===== config.mk =====
export PLATFORM = sky130hd
export DESIGN_NAME = coin_lane_judge
export DESIGN_NICKNAME = d
export VERILOG_FILES = /design/src/rtl/coin_lane_judge.sv
export SDC_FILE = /design/constraint.sdc
export NUM_CORES = 1
export LEC_CHECK = 0
export CAP_MARGIN = 10
export CORE_MARGIN = 3
export CORE_UTILIZATION = 51
export CTS_CLUSTER_DIAMETER = 80
export DETAILED_ROUTE_END_ITERATION = 7
export PLACE_DENSITY = 0.72
export SYNTH_ARGS = -nofsm -noshare
export SYNTH_HDL_FRONTEND = slang
export SYNTH_SLANG_ARGS = --single-unit

===== constraint.sdc =====
create_clock -name i_clk -period 9.08 [get_ports i_clk]
set_clock_uncertainty 0.2 [all_clocks]
set_input_delay 2.27 -clock i_clk [delete_from_list [all_inputs] [get_ports i_clk]]
set_output_delay 2.27 -clock i_clk [all_outputs]
set_load 0.005 [all_outputs]

===== src/rtl/coin_lane_judge.sv =====
// coin_lane_judge: judge/controller facing a row of coin sprites.
// Spawns coins on pseudo-random lanes at frame rate. Each lane is tracked
// through TRAVEL -> WINDOW -> COOLDOWN. Button presses are judged as hits or
// misses, and the block keeps score, combo and miss count and raises game over.
//
// Ports:
//   i_clk          pixel clock (only clock)
//   i_rst          synchronous active-high reset
//   i_v_sync       vertical sync level; its rising edge is the frame tick
//   i_enable       allows new spawns; lanes already in flight are still judged
//   i_in_position  per-lane "coin is in the hit zone"
//   i_btn          per-lane debounced button level
//   o_active       per-lane coin active (TRAVEL or WINDOW)
//   o_score        saturating hit count
//   o_combo        consecutive hits, saturating at 255
//   o_misses       miss count, capped at MAX_MISSES
//   o_hit_pulse    one-cycle pulse: at least one hit this cycle
//   o_miss_pulse   one-cycle pulse: at least one miss this cycle
//   o_game_over    sticky until reset
module coin_lane_judge #(
    parameter int NUM_LANES         = 3,
    parameter int SPAWN_INTERVAL    = 30,
    parameter int MAX_TRAVEL_FRAMES = 60,
    parameter int COOLDOWN_FRAMES   = 2,
    parameter int MAX_MISSES        = 8
) (
    input  logic                 i_clk,
    input  logic                 i_rst,
    input  logic                 i_v_sync,
    input  logic                 i_enable,
    input  logic [NUM_LANES-1:0] i_in_position,
    input  logic [NUM_LANES-1:0] i_btn,
    output logic [NUM_LANES-1:0] o_active,
    output logic [15:0]          o_score,
    output logic [7:0]           o_combo,
    output logic [7:0]           o_misses,
    output logic                 o_hit_pulse,
    output logic                 o_miss_pulse,
    output logic                 o_game_over
);

    typedef enum logic [1:0] {
        ST_IDLE     = 2'd0,
        ST_TRAVEL   = 2'd1,
        ST_WINDOW   = 2'd2,
        ST_COOLDOWN = 2'd3
    } lane_state_t;

    localparam logic [15:0] SPAWN_LAST  = 16'(SPAWN_INTERVAL - 1);
    localparam logic [15:0] TRAVEL_LAST = 16'(MAX_TRAVEL_FRAMES - 1);
    localparam logic [15:0] COOL_LAST   = 16'(COOLDOWN_FRAMES - 1);
    localparam logic [7:0]  MISS_LIMIT  = 8'(MAX_MISSES);
    localparam logic [7:0]  LANE_COUNT  = 8'(NUM_LANES);

    // Galois LFSR step, polynomial x^16+x^14+x^13+x^11 (right-shift form).
    function automatic logic [15:0] lfsr_next(input logic [15:0] cur);
        return {1'b0, cur[15:1]} ^ (cur[0] ? 16'hB400 : 16'h0000);
    endfunction

    // Number of set bits in a per-lane vector.
    function automatic logic [7:0] count_ones(input logic [NUM_LANES-1:0] v);
        logic [7:0] n;
        n = 8'd0;
        for (int i = 0; i < NUM_LANES; i++) begin
            n = n + {7'd0, v[i]};
        end
        return n;
    endfunction

    logic                 vs_q_r;
    logic [NUM_LANES-1:0] btn_q_r;
    logic [15:0]          lfsr_r;
    logic [15:0]          spawn_cnt_r;
    lane_state_t          state_r [NUM_LANES];
    logic [15:0]          timer_r [NUM_LANES];
    logic [NUM_LANES-1:0] active_r;
    logic [15:0]          score_r;
    logic [7:0]           combo_r;
    logic [7:0]           misses_r;
    logic                 hit_pulse_r;
    logic                 miss_pulse_r;
    logic                 game_over_r;

    logic                 tick_s;
    logic [NUM_LANES-1:0] press_s;
    logic                 spawn_wrap_s;
    logic                 spawn_s;
    logic [7:0]           spawn_lane_s;
    lane_state_t          state_s [NUM_LANES];
    logic [15:0]          timer_s [NUM_LANES];
    logic [NUM_LANES-1:0] hit_s;
    logic [NUM_LANES-1:0] miss_s;
    logic [7:0]           nh_s;
    logic [7:0]           nm_s;
    logic [16:0]          score_sum_s;
    logic [8:0]           combo_sum_s;
    logic [8:0]           misses_sum_s;
    logic [15:0]          score_next_s;
    logic [7:0]           combo_next_s;
    logic [7:0]           misses_next_s;

    // Frame tick, button edges and spawn decision (uses the pre-advance LFSR).
    always_comb begin
        tick_s       = i_v_sync & ~vs_q_r;
        press_s      = i_btn & ~btn_q_r;
        spawn_wrap_s = tick_s & (spawn_cnt_r == SPAWN_LAST);
        spawn_s      = spawn_wrap_s & i_enable & ~game_over_r;
        spawn_lane_s = lfsr_r[7:0] % LANE_COUNT;
    end

    // Per-lane next state; game over retires in-flight coins without judging them.
    always_comb begin
        for (int l = 0; l < NUM_LANES; l++) begin
            state_s[l] = state_r[l];
            timer_s[l] = timer_r[l];
            hit_s[l]   = 1'b0;
            miss_s[l]  = 1'b0;
            case (state_r[l])
                ST_IDLE: begin
                    if (spawn_s && (spawn_lane_s == 8'(l))) begin
                        state_s[l] = ST_TRAVEL;
                        timer_s[l] = 16'd0;
                    end else begin
                        state_s[l] = ST_IDLE;
                    end
                end
                ST_TRAVEL: begin
                    if (game_over_r) begin
                        state_s[l] = ST_COOLDOWN;
                        timer_s[l] = 16'd0;
                    end else if (tick_s && (timer_r[l] == TRAVEL_LAST)) begin
                        state_s[l] = ST_COOLDOWN;
                        timer_s[l] = 16'd0;
                        miss_s[l]  = 1'b1;
                    end else if (i_in_position[l]) begin
                        state_s[l] = ST_WINDOW;
                        timer_s[l] = timer_r[l] + {15'd0, tick_s};
                    end else begin
                        timer_s[l] = timer_r[l] + {15'd0, tick_s};
                    end
                end
                ST_WINDOW: begin
                    // A press wins over the coin leaving the zone on the same cycle.
                    if (game_over_r) begin
                        state_s[l] = ST_COOLDOWN;
                        timer_s[l] = 16'd0;
                    end else if (press_s[l]) begin
                        state_s[l] = ST_COOLDOWN;
                        timer_s[l] = 16'd0;
                        hit_s[l]   = 1'b1;
                    end else if (!i_in_position[l] || (tick_s && (timer_r[l] == TRAVEL_LAST))) begin
                        state_s[l] = ST_COOLDOWN;
                        timer_s[l] = 16'd0;
                        miss_s[l]  = 1'b1;
                    end else begin
                        timer_s[l] = timer_r[l] + {15'd0, tick_s};
                    end
                end
                ST_COOLDOWN: begin
                    if (tick_s && (timer_r[l] == COOL_LAST)) begin
                        state_s[l] = ST_IDLE;
                        timer_s[l] = 16'd0;
                    end else begin
                        timer_s[l] = timer_r[l] + {15'd0, tick_s};
                    end
                end
                default: begin
                    state_s[l] = ST_IDLE;
                    timer_s[l] = 16'd0;
                end
            endcase
        end
    end

    // Saturating score/combo/miss arithmetic for this cycle's hits and misses.
    always_comb begin
        nh_s          = count_ones(hit_s);
        nm_s          = count_ones(miss_s);
        score_sum_s   = {1'b0, score_r} + {9'd0, nh_s};
        combo_sum_s   = {1'b0, combo_r} + {1'b0, nh_s};
        misses_sum_s  = {1'b0, misses_r} + {1'b0, nm_s};
        score_next_s  = score_sum_s[16] ? 16'hFFFF : score_sum_s[15:0];
        if (nm_s != 8'd0) begin
            combo_next_s = 8'd0;
        end else begin
            combo_next_s = combo_sum_s[8] ? 8'hFF : combo_sum_s[7:0];
        end
        if (misses_sum_s >= {1'b0, MISS_LIMIT}) begin
            misses_next_s = MISS_LIMIT;
        end else begin
            misses_next_s = misses_sum_s[7:0];
        end
    end

    // State, counters and registered outputs.
    always_ff @(posedge i_clk) begin
        if (i_rst) begin
            vs_q_r       <= 1'b0;
            btn_q_r      <= '0;
            lfsr_r       <= 16'hACE1;
            spawn_cnt_r  <= 16'd0;
            for (int l = 0; l < NUM_LANES; l++) begin
                state_r[l] <= ST_IDLE;
                timer_r[l] <= 16'd0;
            end
            active_r     <= '0;
            score_r      <= 16'd0;
            combo_r      <= 8'd0;
            misses_r     <= 8'd0;
            hit_pulse_r  <= 1'b0;
            miss_pulse_r <= 1'b0;
            game_over_r  <= 1'b0;
        end else begin
            vs_q_r  <= i_v_sync;
            btn_q_r <= i_btn;
            if (tick_s) begin
                lfsr_r      <= lfsr_next(lfsr_r);
                spawn_cnt_r <= spawn_wrap_s ? 16'd0 : spawn_cnt_r + 16'd1;
            end
            for (int l = 0; l < NUM_LANES; l++) begin
                state_r[l]  <= state_s[l];
                timer_r[l]  <= timer_s[l];
                active_r[l] <= (state_s[l] == ST_TRAVEL) || (state_s[l] == ST_WINDOW);
            end
            hit_pulse_r  <= (nh_s != 8'd0);
            miss_pulse_r <= (nm_s != 8'd0);
            if (!game_over_r) begin
                score_r  <= score_next_s;
                combo_r  <= combo_next_s;
                misses_r <= misses_next_s;
                if (misses_next_s == MISS_LIMIT) begin
                    game_over_r <= 1'b1;
                end
            end
        end
    end

    assign o_active     = active_r;
    assign o_score      = score_r;
    assign o_combo      = combo_r;
    assign o_misses     = misses_r;
    assign o_hit_pulse  = hit_pulse_r;
    assign o_miss_pulse = miss_pulse_r;
    assign o_game_over  = game_over_r;

endmodule


Word level (Yosys, flattened, before mapping)
Memories as Yosys holds them, arrays and structs flattened.
Index checks and enable logic that the tools add are counted.

operators by class
  $add $sub $neg = 11
  multiply operators = 0
  div/mod/pow operators = 1
  magnitude comparators = 1
  equal/unequal tests = 25
  shift-type cells = 0
  multiplexer cells = 95
  bitwise gates (word level) = 15
  reduce and logical (&&, ||, !) cells = 24

operator list
  kind                                                                count
  2-to-1 mux 16 bit                                                   27
  one-hot mux 16 bit (4 select lines)                                 3
  adder 16 x 1 -> 16 bit                                              3
  equality test 16 x 1 -> 1 bit (second input constant)               3
  equality test 16 x 6 -> 1 bit (second input constant)               3
  2-to-1 mux 2 bit                                                    24
  2-to-1 mux 1 bit                                                    32
  2-to-1 mux 8 bit                                                    3
  one-hot mux 2 bit (4 select lines)                                  3
  adder 8 x 3 -> 9 bit                                                2
  equality test 2 bit (second input constant)                         9
  adder 16 x 3 -> 17 bit                                              1
  adder 16 x 1 -> 16 bit (second input constant)                      1
  equality test 16 x 5 -> 1 bit (second input constant)               1
  nonzero test 8 bit                                                  2
  bitwise XOR 15 x 16 -> 16 bit                                       1
  equality test 2 x 1 -> 1 bit (second input constant)                6
  greater-or-equal comparator 9 x 4 -> 1 bit (second input constant)  1
  logical AND 1 bit                                                   9
  equality test 8 x 1 -> 1 bit (second input constant)                1
  equality test 8 x 2 -> 1 bit (second input constant)                1
  equality test 8 x 4 -> 1 bit (second input constant)                1
  zero test 8 bit                                                     1
  remainder unit 8 x 2 -> 8 bit (second input constant)               1
  11 further kinds                                                    33

storage, ports and cells
  register bits = 74
  bits in latches = 0
  memory bits (writable) = 54
  memory bits (read-only) = 0
  input port bits = 10
  logic and storage cells = 185
  memories kept = 2

memories
  memory   words  bits a word  rd ports  clocked after Yosys merged registers in  wr ports  line  text
  timer_r  3      16           3         0                                        3         75    logic [15:0] timer_r [NUM_LANES];
  state_r  3      2            3         0                                        3         74    lane_state_t state_r [NUM_LANES];

Longest topological paths before layout
  depth in word-level cells = 16
  mapped depth = 21

Least setup slack after synthesis
Ideal clock, no wire load.

  path kind = in2reg
  start point = input port i_v_sync
  end point = register misses_r[2], in the netlist o_misses[2]
  arrival time = 5.304 ns
  data required time = 8.806 ns
  setup slack = 3.502 ns
  stages = 15
  path buffers = 1
  cell sequence = nand2b_1 -> inv_1 -> clkbuf_1 -> nand4_1 -> o32a_1 -> nor3b_1 -> fa_1 -> ha_1 -> fa_1 -> nand3b_1 -> o21ai_0 -> nand2_1 -> nor3_1 -> nand2_1 -> o21ai_0

between the ends
  cells in the longest elaborated chain, start to end = 12
  elaborated cells between the ends (all ways) = 30
  those cells by class = add/sub (3); order compare (1); mux (19); bitwise (1); reduce/logical (6)

ends and longest elaborated chain
  what                                        line      text
  start: declaration                          29        input logic i_v_sync,
  bitwise AND 1 bit (*)                       104       tick_s = i_v_sync & ~vs_q_r;
  logical AND 1 bit                           131, 151
  logical OR 1 bit                            151       end else if (!i_in_position[l] || (tick_s && (timer_r[l] == TRAVEL_LAST))) begin
  2-to-1 mux 1 bit                            151
  2-to-1 mux 1 bit                            147       end else if (press_s[l]) begin
  2-to-1 mux 1 bit                            144       if (game_over_r) begin
  one-hot mux 1 bit (2 select lines)          118       case (state_r[l])
  adder 1 x 1 -> 2 bit                        65        n = n + {7'd0, v[i]};
  adder 2 x 1 -> 3 bit (*)                    65
  adder 8 x 3 -> 9 bit (*)                    181       misses_sum_s = {1'b0, misses_r} + {1'b0, nm_s};
  greater-or-equal comparator 9 x 4 -> 1 bit  188       if (misses_sum_s >= {1'b0, MISS_LIMIT}) begin
  2-to-1 mux 8 bit (*)                        188
  end signal: assignment                      230       misses_r <= misses_next_s;
  end: declaration                            79        logic [7:0] misses_r;

Mark *: on every way between the ends. The rest lies on a longest branch, timed or not.
A chain may end at the register's enable or synchronous reset.

Final worst setup path
Same ends and word-level chain as after synthesis.

==> flow_summary.toml <==
[final_layout]
finalNetCount = 958
mostFrequentLayoutCell = "dfxtp_1"
syn2layout_area_growth_pct = 15.3
fill_cells = 1239
layout_common_cells = "dfxtp_1, nand2_1, a21oi_1"
n_antenna_cell = 0
layout-drive-gt1-share = 0.0657
layout.cells.non_filler = 1108

[synth]
ys_seq_area_frac = 0.352
synth-edff-count = 0
syn_nets = 929
synth_flop_cell = "dfxtp_1"
synth_seq_cells = 128
synthDistinctLibCells = 76
synth_area_per_cell_sq_um = 8.21
synth_warnings = 0
synth_async_sr_flop_share = 0
syn_inst = 886
netlist_area_sq_um = 7270

[sta]
slew_headroom = 0.463
fmax_mhz = 149
finalSetupTns_ns = 0
finalCritPeriodShare = 0.741
min_period_ns = 6.73
slew_viol_final = 0
finalSetupViolCount = 0
finalHoldViolations = 0
grt_setup_unrepaired = "no"
worstMarginPinSlew_ns = 0.805
holdWs_ns = 0.252

[routing]
drcViolationCount = 0
initialDrtViolationCount = 408
drt-pass1-iter-count = 4
wl_per_cell_microns = 14.9
postRouteAntennaNets = 0
viasPerCell = 5.80
wl_microns = 16600
via_count = 6428

[worst_setup_path]
end_kind = "register"
path_cells = "clkdlybuf4s50_1 > nand2b_1 > inv_1 > buf_4 > nand4_1 > o32a_1 > nor3b_1 > fa_1 > ha_1 > fa_1 > nand3b_1 > o21ai_0 > nand2_1 > nor3_1 > nand2_1 > o21ai_0"
required_ns = 9.22
cp_top_family = "simple AND/OR/NAND/NOR gates"
r2r_cells = 16
rr_startpoint = "lfsr_r[4]$_SDFFE_PP0P_"
start_kind = "input pin"
crit_fanout = 23
cp_data_arrival_time_ns = 6.88
path_buf_inv = 3
slowest_delay_ns = 0.59
reg2reg_slack_ns = 3.80
r2r_end = "timer_r[0][3]$_SDFFE_PP0P_"
cp_slowest_cell = "inv_1"
critical_path_class = "input pin to register"

[pwr]
p_sw_frac = 0.238
clockPowerShare = 0.498
p_leak_nw = 3.07
p_switching_mw = 0.331
p_seq_frac = 0.418
p_per_area_nw_per_um2 = 166
pwr-share-comb = 0.084
peakVddDrop_mv = 0.157
p_int_mw = 1.06

[clocking]
post_cts_buffers = 0
path_clk_slew_ns = 0.05
cts.sinks = 128
cts_made_buffers = 17
clockRootBuffer = "clkbuf_16"
post_cts_resized = 0
clock_latency_ns = 0.42
cts_tree = "yes"
clockBufferDepth = 2
cts_hold_buf = 0
htree_levels = 4

[die]
initial_core_util = 0.522
die_h_microns = 125
io_pins = 48
core-area_sq_um = 13900
fp-row-count = 43
fp.dieArea_sq_um = 15700
die_w_microns = 125

[min_path]
hold_depth = 2
min_to = "lfsr_r[8]$_SDFFE_PP0P_"
min_from = "lfsr_r[9]$_SDFFE_PP0P_"
worstHoldPathType = "register to register"

[placed_design]
dp_hpwl_microns = 11100
portBuffers = 47
dp.cells = 1076
gp_congestion = 0.850

[job]
maxCapViolations = 0

[global_route]
overflow = 0
track_usage = 0.210
grt_pass1_vias = 5935
grt_max_degree = 47
grt_pass1_wl_microns = 28000
antenna_found_initial = 0

[status]
status = "finished clean"
[cells by family (layout without fill, tap and decap cells)]
group,after synthesis,in the layout,share of synthesized area
AO/OA/AOI/OAI,229,229,0.214
XOR/XNOR,33,33,0.0397
adder cells (fa/ha/maj),33,33,0.0619
buffers and inverters,85,127,0.0525
flip-flops,128,128,0.352
multiplexers,5,5,0.00825
AND/OR/NAND/NOR,373,373,0.272
[worst max path at each step]
stage | cells after the start | to | startpoint | slack (ns)
final | 16 | o_misses[2]$_SDFFE_PP0N_ | i_v_sync | 2.35
after floorplan | 15 | o_misses[2]$_SDFFE_PP0N_ | i_v_sync | 3.50
after global routing | 16 | o_misses[2]$_SDFFE_PP0N_ | i_v_sync | 1.91
after global placement | 16 | o_misses[2]$_SDFFE_PP0N_ | i_v_sync | 2.11
after CTS | 16 | o_misses[2]$_SDFFE_PP0N_ | i_v_sync | 2.37
after detailed placement | 16 | o_misses[2]$_SDFFE_PP0N_ | i_v_sync | 2.00
[power groups by stage]
stage,logic [mW],registers (mW),clock network (mW)
4_1_cts,0.117,0.581,0.703
2_1_floorplan,0.0961,0.587,0
6_report,0.117,0.581,0.692
3_5_place_dp,0.116,0.593,0
5_1_grt,0.129,0.583,0.725
3_3_place_gp,0.114,0.593,0
[tightest hold or removal path: stages (launching register included)]
cell and delay, ns:
dfxtp_1 0.30, nand2_1 0.05, a21oi_1 0.05
[layer usage]
| layer | global-route usage | routed length [microns] | vias to the layer above |
|---|---|---|---|
| li1 | - | - | 3288 |
| met1 | 0.276 | 7920 | 3036 |
| met2 | 0.340 | 7900 | 81 |
| met3 | 0.0470 | 486 | 23 |
| met4 | 0.0753 | 255 | 0 |
| met5 | 0 | 0 | - |
[sequential cells by signal, summed over array words and instances, names as in the netlist, 6 cells and up]
name,cells
state_r,6
timer_r,48
o_misses,8
lfsr_r,16
o_combo,8
spawn_cnt_r,16
o_score,16
[Yosys cell counts, types with 8 or more instances]
cell | n | share of area
o21ai_1 | 10 | 0.0069
a21oi_1 | 71 | 0.049
and2_1 | 8 | 0.0069
nand2b_1 | 23 | 0.020
xor2_1 | 20 | 0.024
nor2_1 | 61 | 0.031
nor2b_1 | 13 | 0.011
nor4_1 | 18 | 0.015
nor3_1 | 20 | 0.014
o211ai_1 | 15 | 0.015
inv_1 | 39 | 0.020
dfxtp_1 | 128 | 0.35
ha_1 | 28 | 0.048
clkbuf_1 | 22 | 0.011
o21ai_0 | 40 | 0.028
nand2_1 | 88 | 0.045
nand3b_1 | 8 | 0.0083
nor3b_1 | 16 | 0.017
nand3_1 | 34 | 0.023
and3_1 | 32 | 0.028
a31oi_1 | 15 | 0.013
o21bai_1 | 9 | 0.0093
nand4_1 | 17 | 0.015
xnor2_1 | 13 | 0.016
a32o_1 | 9 | 0.012
[layout make-up]
cell class | instances | area (sq um) | share of cell area
clock buffer | 21 | 460 | 0.0549
clock inverter | 11 | 138 | 0.0164
sequential | 128 | 2560 | 0.305
tap | 180 | 225 | 0.0268
timing repair buffer | 53 | 510 | 0.0609
multi-input combinational | 673 | 4340 | 0.517
inverter | 42 | 158 | 0.0188
[stage by stage]
step | total power, mW | utilization | cell area, sq um | setup slack [ns]
after CTS | 1.40 | 0.602 | 8390 | 2.37
after global placement | 0.707 | 0.559 | 7790 | 2.11
after global routing | 1.44 | 0.602 | 8390 | 1.91
after detailed placement | 0.709 | 0.559 | 7790 | 2.00
after floorplan | 0.683 | - | 7270 | 3.50
final | 1.39 | 0.602 | 8390 | 2.35
Power figures use the tool's default switching activity.
